===== src/rtl/dmem_arbiter_pkg.sv =====
// Shared definitions for the data-memory arbiter: FSM encoding, owner ids,
// memory geometry and the address-legality rule.
package dmem_arbiter_pkg;

   typedef enum logic [1:0] {
      ST_IDLE   = 2'd0,
      ST_ACCESS = 2'd1,
      ST_RESP   = 2'd2
   } state_t;

   localparam logic OWNER_CPU = 1'b0;
   localparam logic OWNER_DBG = 1'b1;

   localparam int DMEM_WORDS = 64;
   localparam int DMEM_AW    = $clog2(DMEM_WORDS);

   // Only word-aligned byte addresses inside the 256-byte window are legal.
   function automatic logic addr_err(input logic [31:0] addr);
      return (addr[1:0] != 2'b00) || (addr[31:8] != 24'd0);
   endfunction

endpackage


===== src/rtl/dmem_starve_cnt.sv =====
// Saturating count of arbitration rounds lost by the debug port; full
// tells the arbiter the debug port must win the next contested round.
module dmem_starve_cnt #(
   parameter int LIMIT = 4
) (
   input  logic clock,
   input  logic reset,
   input  logic clear,
   input  logic inc,
   output logic full
);

   localparam int CW = $clog2(LIMIT + 1);
   localparam logic [CW-1:0] MAX = CW'(LIMIT);

   logic [CW-1:0] count;

   always_ff @(posedge clock or posedge reset) begin
      if (reset) begin
         count <= '0;
      end else if (clear) begin
         count <= '0;
      end else if (inc && (count != MAX)) begin
         count <= count + CW'(1);
      end
   end

   assign full = (count == MAX);

endmodule


===== src/rtl/dmem_arbiter.sv =====
// Two-port (pipeline + debug/loader) arbiter in front of a 64-word data
// memory; one transaction at a time, IDLE -> ACCESS -> RESP.
module dmem_arbiter
   import dmem_arbiter_pkg::*;
#(
   parameter int STARVE_LIMIT = 4
) (
   input  logic                clock,
   input  logic                reset,
   input  logic                cpu_req,
   input  logic                cpu_we,
   input  logic [31:0]         cpu_addr,
   input  logic [31:0]         cpu_wdata,
   output logic [31:0]         cpu_rdata,
   output logic                cpu_ack,
   output logic                cpu_err,
   output logic                cpu_stall,
   input  logic                dbg_req,
   input  logic                dbg_we,
   input  logic [31:0]         dbg_addr,
   input  logic [31:0]         dbg_wdata,
   output logic [31:0]         dbg_rdata,
   output logic                dbg_ack,
   output logic                dbg_err,
   output logic                mem_en,
   output logic                mem_we,
   output logic [DMEM_AW-1:0]  mem_addr,
   output logic [31:0]         mem_wdata,
   input  logic [31:0]         mem_rdata,
   output state_t              fsm_state
);

   // Handshake: a requester raises req with stable we/addr/wdata and holds
   // it until its one-cycle ack; err and rdata are valid only with that ack.

   state_t      state;
   logic        owner;
   logic        we_r;
   logic        err_r;
   logic        idle;
   logic        any_req;
   logic        grant_dbg;
   logic        sel_we;
   logic [31:0] sel_addr;
   logic [31:0] sel_wdata;
   logic        sel_err;
   logic        starve_full;
   logic        starve_inc;
   logic        starve_clr;
   logic [31:0] resp_data;

   always_comb begin
      idle      = (state == ST_IDLE);
      any_req   = cpu_req | dbg_req;
      grant_dbg = dbg_req & (~cpu_req | starve_full);
      sel_we    = grant_dbg ? dbg_we    : cpu_we;
      sel_addr  = grant_dbg ? dbg_addr  : cpu_addr;
      sel_wdata = grant_dbg ? dbg_wdata : cpu_wdata;
      sel_err   = addr_err(sel_addr);
      starve_inc = idle & dbg_req & ~grant_dbg;
      starve_clr = ~dbg_req | (idle & grant_dbg);
      resp_data  = err_r ? 32'd0 : mem_rdata;
   end

   dmem_starve_cnt #(
      .LIMIT (STARVE_LIMIT)
   ) u_starve (
      .clock (clock),
      .reset (reset),
      .clear (starve_clr),
      .inc   (starve_inc),
      .full  (starve_full)
   );

   always_ff @(posedge clock or posedge reset) begin
      if (reset) begin
         state     <= ST_IDLE;
         owner     <= OWNER_CPU;
         we_r      <= 1'b0;
         err_r     <= 1'b0;
         mem_en    <= 1'b0;
         mem_we    <= 1'b0;
         mem_addr  <= '0;
         mem_wdata <= '0;
         cpu_rdata <= '0;
         dbg_rdata <= '0;
         cpu_ack   <= 1'b0;
         dbg_ack   <= 1'b0;
         cpu_err   <= 1'b0;
         dbg_err   <= 1'b0;
      end else begin
         cpu_ack <= 1'b0;
         dbg_ack <= 1'b0;
         cpu_err <= 1'b0;
         dbg_err <= 1'b0;
         case (state)
            ST_IDLE: begin
               if (any_req) begin
                  state     <= ST_ACCESS;
                  owner     <= grant_dbg ? OWNER_DBG : OWNER_CPU;
                  we_r      <= sel_we;
                  err_r     <= sel_err;
                  // A rejected address never reaches the memory.
                  mem_en    <= ~sel_err;
                  mem_we    <= sel_we & ~sel_err;
                  mem_addr  <= sel_err ? '0 : sel_addr[DMEM_AW+1:2];
                  mem_wdata <= sel_err ? '0 : sel_wdata;
               end
            end
            ST_ACCESS: begin
               state     <= ST_RESP;
               mem_en    <= 1'b0;
               mem_we    <= 1'b0;
               mem_addr  <= '0;
               mem_wdata <= '0;
               if (owner == OWNER_CPU) begin
                  cpu_ack <= 1'b1;
                  cpu_err <= err_r;
                  if (~we_r | err_r) cpu_rdata <= resp_data;
               end else begin
                  dbg_ack <= 1'b1;
                  dbg_err <= err_r;
                  if (~we_r | err_r) dbg_rdata <= resp_data;
               end
            end
            ST_RESP: begin
               state <= ST_IDLE;
            end
            default: begin
               state <= ST_IDLE;
            end
         endcase
      end
   end

   assign cpu_stall = cpu_req & ~cpu_ack;
   assign fsm_state = state;

endmodule


===== config.mk =====
export PLATFORM = sky130hd
export DESIGN_NAME = dmem_arbiter
export DESIGN_NICKNAME = d
export VERILOG_FILES = /design/src/rtl/dmem_arbiter_pkg.sv /design/src/rtl/dmem_starve_cnt.sv /design/src/rtl/dmem_arbiter.sv
export SDC_FILE = /design/constraint.sdc
export NUM_CORES = 1
export LEC_CHECK = 0
export CAP_MARGIN = 20
export CORE_UTILIZATION = 39
export DETAILED_ROUTE_END_ITERATION = 8
export PLACE_DENSITY_LB_ADDON = 0.2
export SYNTH_ARGS = -nofsm -noshare
export SYNTH_HDL_FRONTEND = slang
export SYNTH_SLANG_ARGS = --single-unit
export TNS_END_PERCENT = 1

===== constraint.sdc =====
create_clock -name clock -period 5.5 [get_ports clock]
set_input_delay 1.1 -clock clock [delete_from_list [all_inputs] [get_ports clock]]
set_output_delay 1.1 -clock clock [all_outputs]
set_load 0.02 [all_outputs]

==> results.tsv, run 1 <==
stage	metric	value	unit
status	outcome	finished, final reports clean	
logic_synthesis	ys_seq_elements	116	
route	final_antenna_net_count	0	
cts	cts_resized	0	
power	power.density	430	nW/um^2
route	drt_iter0_drc	253	
critical_path	critPathBufInv	2	
cells_and_area	drive_above_1_share	0.111	
critical_path	critical_path.cell_chain	clkdlybuf4s50_1 > nor2b_1 > clkdlybuf4s50_1	
critical_path	required	4.40	ns
cts	ctsRootBufferMaster	clkbuf_16	
run	maxCapViolCount	0	
logic_synthesis	syn-num-nets	581	
grt	grt_pass1_wl	23900	microns
timing	setup_viol	0	
cts	postCtsHoldBufs	0	
logic_synthesis	synth_edf_count	0	
cts	clock_sinks	116	
cells_and_area	fin_nets	859	
timing	min_period_over_period	0.647	
logic_synthesis	synthFlopType	dfrtp_1	
floorplanning	die_h	116	microns
cells_and_area	stdcell_area	8550	sq um
floorplanning	die_x	116	microns
route	vias	4329	
cells_and_area	synthToLayoutAreaGrowth	69.8	%
timing	slew-limit-headroom	0.369	
critical_path	critPathMaxStageDelay	0.64	ns
route	post_drt_via_cell_ratio	4.95	
cts	clk_latency	0.40	ns
place	dpl.cell_count	842	
min_path	hold_path_class	reg2reg	
critical_path	cp_data_arrival_time	2.46	ns
logic_synthesis	yosys.cell_types.count	33	
critical_path	r2r_setup_slack	3.23	ns
cells_and_area	layout.cells.non_filler	875	
route	wl	15100	microns
cells_and_area	register_area	2900	sq um
route	drtPass1Iterations	4	
timing	setup_slack	1.94	ns
floorplanning	die_area	13400	sq um
floorplanning	start_util	0.399	
cts	cts_buffers	17	
cts	cts_buffer_depth	2	
critical_path	crit_path_end_kind	primary output	
logic_synthesis	yosysTopAreaCellShare	0.576	
timing	fin_skew	0.00524	ns
logic_synthesis	avgSynthCellArea	12.2	sq um
critical_path	worstSetupPathType	in2out	
timing	period_needed	3.56	ns
cts	htreeDepth	4	
cells_and_area	nFillCells	994	
route	drcViolationCount	0	
grt	gr-total-overflow	0	
logic_synthesis	yosys.area.top_type	dfrtp_1	
logic_synthesis	synth_area	5040	sq um
cts	cts_setup_buffers	0	
place	routabilityCongestion	0.801	
place	place_hpwl	11300	microns
place	place_area	7920	sq um
timing	tightest_slew	0.944	ns
critical_path	path_common_cell	clkdlybuf4s50_1	
timing	hold_viol_final	0	
cells_and_area	layout_commonest_cell	clkdlybuf4s50_1	
critical_path	cp_top_family	buffers and inverters	
grt	grt_max_degree	89	
power	total_power	0.00368	W
critical_path	path_depth	3	
floorplanning	io-pin-count	277	
route	wire_per_inst	17.3	microns
floorplanning	coreArea	12600	sq um
critical_path	crit_slowest_cell	clkdlybuf4s50_1	
cells_and_area	layout_common_cells	276 x clkdlybuf4s50_1, 116 x dfrtp_1, 56 x nor2b_1, 39 x a221o_1, 30 x mux2_2	
timing	drv_slew	0	
timing	fin_tns_setup	0	ns
power	ir_drop	0.191	mV
cts	cts_tree	built	
logic_synthesis	ys_top_cells_by_area	dfrtp_1 58%, a221o_1 7.7%, nor2b_1 7.0%, mux2_2 6.7%, mux2i_1 3.4%	
power	power_leakage	3.73	nW
critical_path	critPathMaxFanout	5	
grt	grt_use_total	0.239	
cells_and_area	diodes	0	
floorplanning	rows	41	
place	pre_cts_ws	1.92	ns
logic_synthesis	ys_async_sr_fraction	1.00	
grt	grt_antenna_before_repair	0	
cts	clkTransAtPathRegs	0.05	ns
logic_synthesis	ys_seq_area_frac	0.576	
critical_path	worst_setup_path_start_kind	input pin	
timing	max_freq	0.281	GHz
logic_synthesis	yosysWarnings	0	
place	numPortBuffers	276	
logic_synthesis	syn-instance-count	413	
cells_and_area	multi_input_area	1930	sq um
grt	first_global_vias	4737	
critical_path	r2r_cells	7	
min_path	hold_path_depth	2	
timing	grt_setup_unrepaired	false	
through the flow:
stage / hold slack [ns] / utilization
floorplan: 0.473 / -
global placement: 0.462 / 0.628
detailed placement: 0.471 / 0.628
CTS: 0.482 / 0.674
global route: 0.512 / 0.678
finish: 0.479 / 0.678
where the power goes:
| group | internal, W | leakage, nW | switching [W] |
|---|---|---|---|
| Combinational | 0.000688 | 1.90 | 0.000718 |
| Sequential | 0.00107 | 1.55 | 0.000120 |
| Clock | 0.000717 | 0.279 | 0.000361 |
| Total | 0.00248 | 3.73 | 0.00120 |
cells by family (layout without fill, tap and decap cells):
| group | count (synthesis) | after routing | share of synthesized area |
|---|---|---|---|
| buffers and inverters | 45 | 335 | 0.0445 |
| multiplexers | 47 | 47 | 0.101 |
| adder cells (fa/ha/maj) | 2 | 2 | 0.00497 |
| flip-flops | 116 | 116 | 0.576 |
| AO/OA/AOI/OAI | 67 | 67 | 0.111 |
| AND/OR/NAND/NOR | 136 | 136 | 0.163 |
per-layer routing:
metal  up-vias  global-route usage  routed length, microns
li1       2014                   -                       -
met1      2101               0.248                    5380
met2       192               0.446                    8290
met3        22              0.0758                    1150
met4         0              0.0906                     316
met5         -                   0                       0
final cells by class:
| class | instances | share of cell area |
|---|---|---|
| timing repair buffer | 282 | 0.332 |
| tap | 172 | 0.0252 |
| clock inverter | 10 | 0.0155 |
| inverter | 22 | 0.00995 |
| clock buffer | 21 | 0.0527 |
| multi-input combinational | 252 | 0.225 |
| sequential | 116 | 0.339 |
synthesized netlist by cell type (5+ instances only):
cell      instances
mux2_2           30
nand2_1          26
a221o_1          39
nor4_1            8
nor2b_1          56
nand3_1           5
o21ai_0          19
inv_1            22
clkbuf_1          7
nor2_1            5
dfrtp_1         116
buf_2             8
nand2b_1         19
mux2i_1          17
worst min-delay path, cell delays in order (launching register included):
cell and delay (ns):
dfrtp_1 0.34, nand2_1 0.04, o21ai_0 0.06
registers in the layout, indices dropped and copies added (netlist names):
name and cells:
dbg_err 1, err_r 1, dbg_ack 1, fsm_state 2, mem_we 1, mem_addr 6, u_starve.count 3, cpu_err 1
we_r 1, dbg_rdata 32, mem_wdata 32, cpu_ack 1, owner 1, mem_en 1, cpu_rdata 32
worst paths after layout:
path	from	end
setup / recovery	cpu_req	cpu_stall
hold / removal	dbg_rdata[11]$_DFFE_PP0P_	dbg_rdata[11]$_DFFE_PP0P_
setup reg to reg	u_starve.count[0]$_DFFE_PP0P_	mem_wdata[21]$_DFFE_PP0P_
hold reg to reg	dbg_rdata[11]$_DFFE_PP0P_	dbg_rdata[11]$_DFFE_PP0P_
max in group asynchronous	reset	dbg_rdata[2]$_DFFE_PP0P_
min in group asynchronous	reset	dbg_rdata[6]$_DFFE_PP0P_
Note: power is estimated with default switching activity, not from simulation.
==> inputs of run 2 (changes only) <==
CORE_UTILIZATION = 35   (was 39)
clock period = 2.85 ns   (was 5.5 ns; I/O delays follow)
==> run 2 against run 1 <==
  * Count of clock-buffer cells in the layout increased by 3
  * Register-to-register slack got worse by 2.6 ns
  * Non-clock buffer count increased by 4
  * Largest cell class unchanged
  * Power increased by 92%
  * Worst setup slack got worse by 1.5 ns
  * Clock skew increased by 0.0039 ns
  * Global-route usage decreased by 3.1 points
==> results.tsv, run 2 (synthesized netlist as in run 1, its figures left out) <==
stage	metric	value	unit	change
cells_and_area	register_area	2900	sq um	unchanged
timing	hold_viol_final	0		unchanged
floorplanning	io-pin-count	277		unchanged
critical_path	path_common_cell	clkdlybuf4s50_1		
floorplanning	die_area	14900	sq um	+11%
cts	cts_tree	built		
floorplanning	rows	43		+4.9%
cts	clk_latency	0.41	ns	about the same
grt	grt_pass1_wl	23200	microns	-2.8%
status	outcome	finished, final reports clean		
route	wire_per_inst	16.9	microns	-2.4%
route	final_antenna_net_count	0		unchanged
floorplanning	die_h	122	microns	+5.5%
route	wl	14900	microns	-1.3%
critical_path	worst_setup_path_start_kind	input pin		
cells_and_area	reg_top3	cpu_rdata (32), dbg_rdata (32), mem_wdata (32)		
floorplanning	die_x	122	microns	+5.5%
critical_path	crit_path_end_kind	primary output		
grt	grt_use_total	0.207		-0.0313
timing	fin_skew	0.00916	ns	+0.00392 ns
power	power.density	825	nW/um^2	+92%
timing	setup_viol	0		unchanged
grt	first_global_vias	4653		-1.8%
min_path	hold_path_class	in2async		
route	post_drt_via_cell_ratio	4.84		-2.1%
route	drcViolationCount	0		unchanged
timing	max_freq	0.408	GHz	
timing	slew-limit-headroom	0.490		+0.121
cells_and_area	synthToLayoutAreaGrowth	70.1	%	
cells_and_area	drive_above_1_share	0.113		+0.00252
timing	drv_slew	0		unchanged
run	maxCapViolCount	0		unchanged
timing	fin_tns_setup	0	ns	unchanged
grt	grt_antenna_before_repair	0		unchanged
critical_path	critPathMaxStageDelay	0.61	ns	-0.03 ns
place	place_area	8000	sq um	+1.0%
timing	setup_slack	0.397	ns	-1.54 ns
timing	period_needed	2.45	ns	
critical_path	critPathMaxFanout	5		unchanged
cts	cts_buffers	17		unchanged
cts	cts_buffer_depth	2		unchanged
place	routabilityCongestion	0.770		-4.0%
cells_and_area	fin_nets	863		+0.47%
critical_path	r2r_setup_slack	0.68	ns	-2.55 ns
timing	holdWs	0.465	ns	-0.0137 ns
power	total_power	0.00707	W	+92%
critical_path	cp_data_arrival_time	1.88	ns	-0.58 ns
route	vias	4285		-1.0%
cts	cts_setup_buffers	0		unchanged
cells_and_area	stdcell_area	8570	sq um	+0.20%
cells_and_area	multi_input_area	1930	sq um	unchanged
power	power_leakage	3.74	nW	+0.27%
cts	clkTransAtPathRegs	0.05	ns	about the same
route	drt_iter0_drc	169		-33%
grt	gr-total-overflow	0		unchanged
timing	grt_setup_unrepaired	false		
critical_path	crit_slowest_cell	clkdlybuf4s50_1		
floorplanning	coreArea	13900	sq um	+10%
cts	cts_resized	0		unchanged
critical_path	critical_path.cell_chain	clkdlybuf4s50_1 > nor2b_1 > clkdlybuf4s50_1		
timing	min_period_over_period	0.861		
route	drtPass1Iterations	5		+1
cells_and_area	nFillCells	1138		+14%
critical_path	required	2.28	ns	-2.12 ns
cts	htreeDepth	4		unchanged
cells_and_area	diodes	0		unchanged
timing	tightest_slew	0.765	ns	-0.179 ns
cells_and_area	layout_common_cells	276 x clkdlybuf4s50_1, 116 x dfrtp_1, 56 x nor2b_1, 39 x a221o_1, 30 x mux2_2		
cts	ctsRootBufferMaster	clkbuf_16		
power	ir_drop	0.422	mV	+120%
cts	clock_sinks	116		unchanged
critical_path	worstSetupPathType	in2out		
place	numPortBuffers	276		unchanged
place	pre_cts_ws	0.287	ns	-1.63 ns
floorplanning	start_util	0.361		-0.0377
place	place_hpwl	11000	microns	-2.6%
cells_and_area	layout_commonest_cell	clkdlybuf4s50_1		
grt	grt_max_degree	45		-49%
cts	postCtsHoldBufs	0		unchanged
[run 2: cell count changes in the layout (fill, tap and decap cells not counted)]
cell	previous run	this run
clkinv_2	4	3
inv_4	1	0
bufinv_16	3	2
buf_4	4	8
clkbuf_8	1	4
buf_16	1	0
clkinvlp_4	3	1
buf_12	1	2
[run 2: report_power, final]
| part | internal (W) | switching (W) |
|---|---|---|
| sequential | 0.00207 | 0.000235 |
| combinational | 0.00134 | 0.00138 |
| clock | 0.00136 | 0.000680 |
| total | 0.00477 | 0.00230 |
[run 2: path summary, 6_finish.rpt]
path	from	end	cells past startpoint
worst max-delay path	cpu_req	cpu_stall	3
worst min-delay path	reset	u_starve.count[1]$_DFFE_PP0P_	2
worst max register to register	fsm_state[1]$_DFFE_PP0P_	dbg_rdata[6]$_DFFE_PP0P_	6
worst min register to register	dbg_rdata[3]$_DFFE_PP0P_	dbg_rdata[3]$_DFFE_PP0P_	2
max in group asynchronous	reset	mem_wdata[3]$_DFFE_PP0P_	3
min in group clock	dbg_rdata[3]$_DFFE_PP0P_	dbg_rdata[3]$_DFFE_PP0P_	2
[run 2: routing by layer]
| metal | global-route usage | up-vias | routed length, microns |
|---|---|---|---|
| met5 | 0 | - | 0 |
| met4 | 0.0880 | 0 | 296 |
| met3 | 0.0702 | 24 | 1220 |
| met2 | 0.374 | 186 | 7870 |
| met1 | 0.218 | 2051 | 5560 |
| li1 | - | 2024 | - |
[run 2: cell type report]
| type | count | area share |
|---|---|---|
| Sequential cell | 116 | 0.339 |
| Timing Repair Buffer | 286 | 0.334 |
| Multi-Input combinational cell | 252 | 0.225 |
| Tap cell | 180 | 0.0263 |
| Clock inverter | 5 | 0.00876 |
| Clock buffer | 24 | 0.0574 |
| Inverter | 22 | 0.0101 |
[run 2: critical path, delay by kind of cell]
kind / cells / cell delay, ns
AND/OR/NAND/NOR: 1 / 0.15
buffers and inverters: 2 / 1.17
[run 2: through the flow]
step / utilization / cells
2_1_floorplan: - / 413
3_3_place_gp: 0.574 / 856
3_5_place_dp: 0.574 / 856
4_1_cts: 0.615 / 885
5_1_grt: 0.615 / 885
6_report: 0.615 / 885
==> inputs of run 3 (changes only) <==
CTS_CLUSTER_SIZE = 20   (was default)
==> results of run 3 <==
Same layout as run 2: the final DEF is identical, and so are final timing and power.
